### src/rtl/lieat_clint_pkg.sv
// lieat_clint_pkg -- shared definitions for the core-local interruptor (CLINT).
//   XLEN              : bus data width
//   CSR_IDX           : width of a CSR index
//   CLINT_* offsets   : byte offsets of the CLINT registers from its base
//   clint_sel_e       : decoded register select used by the bus front end
//   byte_merge()      : applies a 4-bit byte enable to a 32-bit register value
package lieat_clint_pkg;

  localparam int XLEN    = 32;
  localparam int CSR_IDX = 12;

  localparam logic [15:0] CLINT_MSIP        = 16'h0000;
  localparam logic [15:0] CLINT_MTIMECMP_LO = 16'h4000;
  localparam logic [15:0] CLINT_MTIMECMP_HI = 16'h4004;
  localparam logic [15:0] CLINT_MTIME_LO    = 16'hBFF8;
  localparam logic [15:0] CLINT_MTIME_HI    = 16'hBFFC;

  typedef enum logic [2:0] {
    SEL_MSIP,
    SEL_MTIMECMP_LO,
    SEL_MTIMECMP_HI,
    SEL_MTIME_LO,
    SEL_MTIME_HI,
    SEL_NONE
  } clint_sel_e;

  // Replace the bytes of old_val whose enable bit is set with the matching
  // bytes of wdata; disabled bytes keep their old contents.
  function automatic logic [XLEN-1:0] byte_merge(input logic [XLEN-1:0] old_val,
                                                 input logic [XLEN-1:0] wdata,
                                                 input logic [3:0]      wmask);
    logic [XLEN-1:0] res;
    res = old_val;
    for (int b = 0; b < 4; b++) begin
      if (wmask[b]) res[8*b +: 8] = wdata[8*b +: 8];
    end
    return res;
  endfunction

endpackage

### src/rtl/lieat_clint_timer.sv
// lieat_clint_timer -- tick divider and 64-bit mtime counter.
//   clock  : clock
//   reset  : synchronous, active-low; clears divider and mtime
//   wr_lo  : bus write to mtime[31:0] this cycle
//   wr_hi  : bus write to mtime[63:32] this cycle
//   wdata  : value for the written half (byte enables already applied)
//   mtime  : current 64-bit time value
// The divider free-runs 0..TICK_DIV-1; mtime advances by one on each wrap.
// A bus write beats a coincident tick: the written half takes the write data,
// the other half is left alone and that tick is lost. The divider keeps
// counting through writes so the tick phase is never disturbed.
module lieat_clint_timer
  import lieat_clint_pkg::*;
#(
  parameter int TICK_DIV = 8
) (
  input  logic            clock,
  input  logic            reset,
  input  logic            wr_lo,
  input  logic            wr_hi,
  input  logic [XLEN-1:0] wdata,
  output logic [63:0]     mtime
);

  localparam logic [7:0] DIV_LAST = 8'(TICK_DIV - 1);

  logic [7:0]  div_q;
  logic        tick;
  logic [63:0] mtime_q;

  assign tick  = (div_q == DIV_LAST);
  assign mtime = mtime_q;

  always_ff @(posedge clock) begin
    if (!reset) begin
      div_q   <= '0;
      mtime_q <= '0;
    end else begin
      div_q <= tick ? 8'd0 : div_q + 8'd1;
      if (wr_lo) begin
        mtime_q[31:0] <= wdata;
      end else if (wr_hi) begin
        mtime_q[63:32] <= wdata;
      end else if (tick) begin
        mtime_q <= mtime_q + 64'd1;
      end
    end
  end

endmodule

### src/rtl/lieat_general_dfflr.sv
// lieat_general_dfflr -- load-enabled flop with synchronous active-low reset to 0.
//   clock : clock
//   reset : synchronous, active-low; clears qout
//   lden  : load enable
//   dnxt  : next value, captured when lden is high
//   qout  : registered value
module lieat_general_dfflr #(
  parameter int DW = 32
) (
  input  logic          clock,
  input  logic          reset,
  input  logic          lden,
  input  logic [DW-1:0] dnxt,
  output logic [DW-1:0] qout
);

  always_ff @(posedge clock) begin
    if (!reset) begin
      qout <= '0;
    end else if (lden) begin
      qout <= dnxt;
    end
  end

endmodule

### src/rtl/lieat_general_dfflrd.sv
// lieat_general_dfflrd -- load-enabled flop with synchronous active-low reset
// to a configurable value RST_VAL.
//   clock : clock
//   reset : synchronous, active-low; loads RST_VAL
//   lden  : load enable
//   dnxt  : next value, captured when lden is high
//   qout  : registered value
module lieat_general_dfflrd #(
  parameter int          DW      = 32,
  parameter logic [DW-1:0] RST_VAL = '0
) (
  input  logic          clock,
  input  logic          reset,
  input  logic          lden,
  input  logic [DW-1:0] dnxt,
  output logic [DW-1:0] qout
);

  always_ff @(posedge clock) begin
    if (!reset) begin
      qout <= RST_VAL;
    end else if (lden) begin
      qout <= dnxt;
    end
  end

endmodule

### src/rtl/lieat_clint.sv
// lieat_clint -- core-local interruptor: msip, mtimecmp and mtime behind a
// simple valid/ready command/response port, plus the two interrupt levels.
//   clock, reset            : clock; synchronous active-low reset
//   cmd_valid/cmd_ready     : command handshake
//   cmd_read                : 1 = read, 0 = write
//   cmd_addr                : byte offset from the CLINT base
//   cmd_wdata/cmd_wmask     : write data and byte enables
//   rsp_valid/rsp_ready     : response handshake (one response outstanding max)
//   rsp_rdata               : read data, 0 for writes and errors
//   rsp_err                 : misaligned or unmapped offset
//   clint_time_irq          : mtime >= mtimecmp (unsigned, 64-bit)
//   clint_msip_irq          : msip bit 0
module lieat_clint
  import lieat_clint_pkg::*;
#(
  parameter int TICK_DIV = 8,
  parameter int ADDR_W   = 16
) (
  input  logic              clock,
  input  logic              reset,
  input  logic              cmd_valid,
  output logic              cmd_ready,
  input  logic              cmd_read,
  input  logic [ADDR_W-1:0] cmd_addr,
  input  logic [XLEN-1:0]   cmd_wdata,
  input  logic [3:0]        cmd_wmask,
  output logic              rsp_valid,
  input  logic              rsp_ready,
  output logic [XLEN-1:0]   rsp_rdata,
  output logic              rsp_err,
  output logic              clint_time_irq,
  output logic              clint_msip_irq
);

  logic            accept;
  logic            addr_err;
  logic            wr_ok;
  clint_sel_e      sel;
  logic [XLEN-1:0] rd_data;

  logic            msip_q;
  logic [XLEN-1:0] mtimecmp_lo_q;
  logic [XLEN-1:0] mtimecmp_hi_q;
  logic [63:0]     mtime;

  logic            time_wr_lo;
  logic            time_wr_hi;
  logic [XLEN-1:0] time_wdata;

  // A new command may enter while the previous response leaves in the same cycle.
  assign cmd_ready = ~rsp_valid | rsp_ready;
  assign accept    = cmd_valid & cmd_ready;

  // Offset decode; any nonzero low address bits make the access an error.
  always_comb begin
    sel = SEL_NONE;
    if (cmd_addr[1:0] == 2'b00) begin
      if (cmd_addr == ADDR_W'(CLINT_MSIP))             sel = SEL_MSIP;
      else if (cmd_addr == ADDR_W'(CLINT_MTIMECMP_LO)) sel = SEL_MTIMECMP_LO;
      else if (cmd_addr == ADDR_W'(CLINT_MTIMECMP_HI)) sel = SEL_MTIMECMP_HI;
      else if (cmd_addr == ADDR_W'(CLINT_MTIME_LO))    sel = SEL_MTIME_LO;
      else if (cmd_addr == ADDR_W'(CLINT_MTIME_HI))    sel = SEL_MTIME_HI;
    end
  end

  assign addr_err = (sel == SEL_NONE);
  assign wr_ok    = accept & ~cmd_read & ~addr_err;

  always_comb begin
    rd_data = '0;
    case (sel)
      SEL_MSIP:        rd_data = {{(XLEN-1){1'b0}}, msip_q};
      SEL_MTIMECMP_LO: rd_data = mtimecmp_lo_q;
      SEL_MTIMECMP_HI: rd_data = mtimecmp_hi_q;
      SEL_MTIME_LO:    rd_data = mtime[31:0];
      SEL_MTIME_HI:    rd_data = mtime[63:32];
      default:         rd_data = '0;
    endcase
  end

  // msip implements only bit 0, so only byte lane 0 can change it.
  lieat_general_dfflr #(.DW(1)) u_msip (
    .clock (clock),
    .reset (reset),
    .lden  (wr_ok & (sel == SEL_MSIP) & cmd_wmask[0]),
    .dnxt  (cmd_wdata[0]),
    .qout  (msip_q)
  );

  // mtimecmp resets to all ones so the timer interrupt stays quiet until
  // software programs a compare value.
  lieat_general_dfflrd #(.DW(XLEN), .RST_VAL({XLEN{1'b1}})) u_mtimecmp_lo (
    .clock (clock),
    .reset (reset),
    .lden  (wr_ok & (sel == SEL_MTIMECMP_LO)),
    .dnxt  (byte_merge(mtimecmp_lo_q, cmd_wdata, cmd_wmask)),
    .qout  (mtimecmp_lo_q)
  );

  lieat_general_dfflrd #(.DW(XLEN), .RST_VAL({XLEN{1'b1}})) u_mtimecmp_hi (
    .clock (clock),
    .reset (reset),
    .lden  (wr_ok & (sel == SEL_MTIMECMP_HI)),
    .dnxt  (byte_merge(mtimecmp_hi_q, cmd_wdata, cmd_wmask)),
    .qout  (mtimecmp_hi_q)
  );

  assign time_wr_lo = wr_ok & (sel == SEL_MTIME_LO);
  assign time_wr_hi = wr_ok & (sel == SEL_MTIME_HI);
  assign time_wdata = (sel == SEL_MTIME_HI) ? byte_merge(mtime[63:32], cmd_wdata, cmd_wmask)
                                            : byte_merge(mtime[31:0],  cmd_wdata, cmd_wmask);

  lieat_clint_timer #(.TICK_DIV(TICK_DIV)) u_timer (
    .clock (clock),
    .reset (reset),
    .wr_lo (time_wr_lo),
    .wr_hi (time_wr_hi),
    .wdata (time_wdata),
    .mtime (mtime)
  );

  // Response registers: valid sets on acceptance and clears once consumed;
  // data and error only load on acceptance so they hold while stalled.
  lieat_general_dfflr #(.DW(1)) u_rsp_valid (
    .clock (clock),
    .reset (reset),
    .lden  (accept | rsp_ready),
    .dnxt  (accept),
    .qout  (rsp_valid)
  );

  lieat_general_dfflr #(.DW(XLEN)) u_rsp_rdata (
    .clock (clock),
    .reset (reset),
    .lden  (accept),
    .dnxt  (cmd_read ? rd_data : '0),
    .qout  (rsp_rdata)
  );

  lieat_general_dfflr #(.DW(1)) u_rsp_err (
    .clock (clock),
    .reset (reset),
    .lden  (accept),
    .dnxt  (addr_err),
    .qout  (rsp_err)
  );

  assign clint_time_irq = (mtime >= {mtimecmp_hi_q, mtimecmp_lo_q});
  assign clint_msip_irq = msip_q;

endmodule
### config.mk
export PLATFORM = sky130hd
export DESIGN_NAME = lieat_clint
export DESIGN_NICKNAME = d
export VERILOG_FILES = /design/src/rtl/lieat_clint_pkg.sv /design/src/rtl/lieat_clint_timer.sv /design/src/rtl/lieat_general_dfflr.sv /design/src/rtl/lieat_general_dfflrd.sv /design/src/rtl/lieat_clint.sv
export SDC_FILE = /design/constraint.sdc
export NUM_CORES = 1
export LEC_CHECK = 0
export CORE_ASPECT_RATIO = 0.8
export CORE_MARGIN = 3
export CORE_UTILIZATION = 45
export DETAILED_ROUTE_END_ITERATION = 6
export GPL_ROUTABILITY_DRIVEN = 0
export PLACE_DENSITY_LB_ADDON = 0.05
export SYNTH_ARGS = -nofsm -noshare
export SYNTH_HDL_FRONTEND = slang
export SYNTH_SLANG_ARGS = --single-unit
### constraint.sdc
create_clock -name clock -period 2.95 [get_ports clock]
set_input_delay 0.4425 -clock clock [delete_from_list [all_inputs] [get_ports clock]]
set_output_delay 0.4425 -clock clock [all_outputs]
set_load 0.02 [all_outputs]
==> run summary <==
• **run status** finished with violations
• **Avg Vias per Cell** 6.102
• **leftover overflow at the end of global routing** 0
• **post-synthesis cell type count** 69
• **max capacitance violation total** 0
• **number of global-route vias before repair** 10580
• **CTS tree** yes
• **Tmin final** 3.042 ns
• **clock skew after layout** 0.01098 ns
• **clock net sink count** 171
• **arrival time of data at the critical path endpoint** 2.60 ns
• **mean area per synthesized cell** 8.221 sq um
• **part of the power in registers** 45.9%
• **number of placed instances with taps included** 1804
• **clock slew at the register clock pins of the worst setup and hold paths** 0.07 ns
• **largest net degree at the start of global routing** 67
• **clock insertion delay at the later pin of the skew report** 0.45 ns
• **register bit total from synthesis** 171
• **fin cells** 1838
• **setup repair after global routing missed its margin** true
• **worst endpoint required time** 2.51 ns
• **Setup crit start kind** flip-flop
• **portion of the post-synthesis area used by sequential elements** 31.98%
• **fraction of layout cells with a size suffix above 1** 19.78%
• **Core ar.** 22930 sq um
• **net switching component of the power** 1258 uW
• **highest clock rate** 328.7 MHz
• **Die Y-Extent** 143.9 um
• **DR DRC count** 0
• **number of hold buffers added after CTS** 0
• **Pre-Repair DR Iteration Count** 7
• **power per cell area** 361.6 nW/um^2
• **number of antenna violations at the first check in global routing** 0
• **transition time of the tightest slew-check pin** 0.6670 ns
• **maximum level of the CTS H-tree** 4
• **n_diodes** 0
• **Internal** 3795 uW
• **number of port buffers** 93
• **CTS buffer count** 17
• **fin. max-slew vios** 0
• **number of primary I/O pins** 94
• **dominant register cell in the synthesized netlist** sky130_fd_sc_hd__dfxtp_1
• **commonest cells after routing, fill and taps aside** sky130_fd_sc_hd__buf_4 (180), sky130_fd_sc_hd__nand2_1 (178), sky130_fd_sc_hd__dfxtp_1 (164), sky130_fd_sc_hd__clkdlybuf4s50_1 (90), sky130_fd_sc_hd__inv_1 (77)
• **combinational cell fraction of total power** 6.3%
• **Power, Total** 5053 uW
• **final hold violations** 0
• **Tcrit/Tclk final** 103.1%
• **Max Fanout on Critical Path** 2
• **maximum number of buffers from clock root to sink** 2
• **Initial Util** 46.68%
• **row count** 49
• **classification of the worst setup path** flip-flop to primary output
• **post-layout net count** 1642
• **number of nets still failing antenna checks after routing** 0
• **wire per inst** 21.34 um
• **setup slack after layout** -0.09207 ns
• **dpl ws** -0.2508 ns
• **clock network power share** 47.9%
• **static power due to leakage** 0.006478 uW
• **worst slew slack as a fraction of its limit** 54.91%
• **root cell of the clock tree** sky130_fd_sc_hd__clkbuf_16
• **switching share of power** 24.90%
• **total length of routed wires** 39220 um
• **overall die width** 178.4 um
• **commonest non-fill, non-tap cell in the layout** sky130_fd_sc_hd__buf_4
• **number of enable flip-flop cells after synthesis** 0
• **warnings from Yosys** 0
• **global-route total usage across every layer** 30.89%
• **Die Footprint** 25680 sq um
• **Gate Count Post-Synth** 1302
• **endpoint type of the worst setup path** primary output
• **worst reg-to-reg setup slack** 0.21 ns
• **peak supply drop** 0.3895 mV
• **failing checks** setup timing
• **synthesis-to-layout area growth** 30.54%
• **iteration-0 DRC count of the detailed router** 1585
• **netlist area before placement** 10700 sq um
• **first-pass GRT wire length** 61340 um
• **worst min path class** primary input to flip-flop
• **async set or reset register ratio after synthesis** 0%
• **routed via count** 11220
• **final setup fails** 1
• **post-DP HPWL** 29410 um
• **syn_nets** 1425
-- state kept, by name, summed over array words and instances (netlist names) --
signal and count:
u_rsp_rdata.qout 32, u_timer.div_q 8, u_mtimecmp_lo.qout 32, u_timer.mtime 64, u_rsp_valid.qout 1, u_rsp_err.qout 1, u_msip.qout 1, u_mtimecmp_hi.qout 32
-- final cells by class --
cell class,instances,area (sq um)
inverters,84,315.3
clock inverters,14,183.9
clock buffers,18,429.2
flip-flops and latches,171,3432
multi-input cells,966,6822
well taps,306,382.9
repair buffers,279,2409
fillers,2063,8956
-- final timing paths --
check,startpoint,to,cells past startpoint
worst max-delay path,u_mtimecmp_hi.qout[17],clint_time_irq,10
worst min-delay path,reset,u_timer.mtime[7],2
worst max register to register,u_timer.mtime[1],u_timer.mtime[56],9
worst min register to register,u_rsp_rdata.qout[6],u_rsp_rdata.qout[6],2
-- synth_stat cells (all sizes together) (26+ instances only) --
master / count / area, sq um
a21oi: 52 / 260.3
nand4: 26 / 183.9
nor4: 28 / 215.2
nand2: 178 / 668.1
mux2i: 44 / 440.4
nor3: 38 / 206.5
mux2: 28 / 315.3
a222oi: 31 / 310.3
inv: 82 / 307.8
nand3: 57 / 290.3
o21ai: 71 / 355.3
ha: 66 / 825.8
o211ai: 54 / 405.4
clkbuf: 76 / 286.5
nor2: 40 / 150.1
xnor2: 31 / 271.5
dfxtp: 171 / 3423
-- critical path, stage by stage (launching register included) --
cell,delay (ns)
sky130_fd_sc_hd__dfxtp_2,0.34
sky130_fd_sc_hd__inv_2,0.05
sky130_fd_sc_hd__ha_4,0.21
sky130_fd_sc_hd__a21o_1,0.16
sky130_fd_sc_hd__a221o_1,0.36
sky130_fd_sc_hd__a211oi_2,0.21
sky130_fd_sc_hd__buf_4,0.19
sky130_fd_sc_hd__o221ai_4,0.11
sky130_fd_sc_hd__o41ai_2,0.21
sky130_fd_sc_hd__nand3_1,0.15
sky130_fd_sc_hd__buf_6,0.16
-- per-layer routing --
layer	track usage (%)	part of all wire [%]	vias up
met5	0	0	-
met4	10.29	2.4	0
met3	5.890	9.8	66
met2	43.57	40	580
met1	46.71	48	5302
li1	-	-	5267
-- power groups by stage --
stage,clock network [uW],logic (uW),registers [uW]
3_3_place_gp,0,308,2370
5_1_grt,2540,334,2320
3_5_place_dp,0,309,2370
4_1_cts,2450,310,2320
2_1_floorplan,0,122,2370
6_report,2420,316,2320
-- kinds of logic (layout without fill, tap and decap cells) --
kind of cell	after synthesis	after routing	share of synthesized area (%)
simple gates	447	447	21.20
compound gates	333	333	22.26
flops	171	171	31.98
buf+inv	165	395	5.856
mux	72	72	7.060
fa+ha+maj	66	66	7.715
xor+xnor	48	48	3.927
-- stage by stage --
step | cell area (sq um) | util [%] | hold slack [ns] | TNS [ns]
detailed placement | 13220 | 57.66 | 0.4340 | -0.4064
CTS | 13950 | 60.83 | 0.3850 | -0.2285
global route | 13970 | 60.94 | 0.4100 | -0.1665
finish | 13970 | 60.94 | 0.4091 | -0.09207
floorplan | 10700 | - | 0.4132 | 0
global placement | 13220 | 57.66 | 0.4278 | -0.2281
-- repair_timing --
| action | in CTS | in global routing |
|---|---|---|
| cloned | 0 | 0 |
| pin swaps | 10 | 7 |
| endpoints found under the setup margin | 1 | 1 |
| endpoints found under the hold margin | 0 | 0 |
| buffers inserted | 1 | 1 |
| resized for setup | 27 | 7 |
Note: power is estimated with default switching activity, not from simulation.
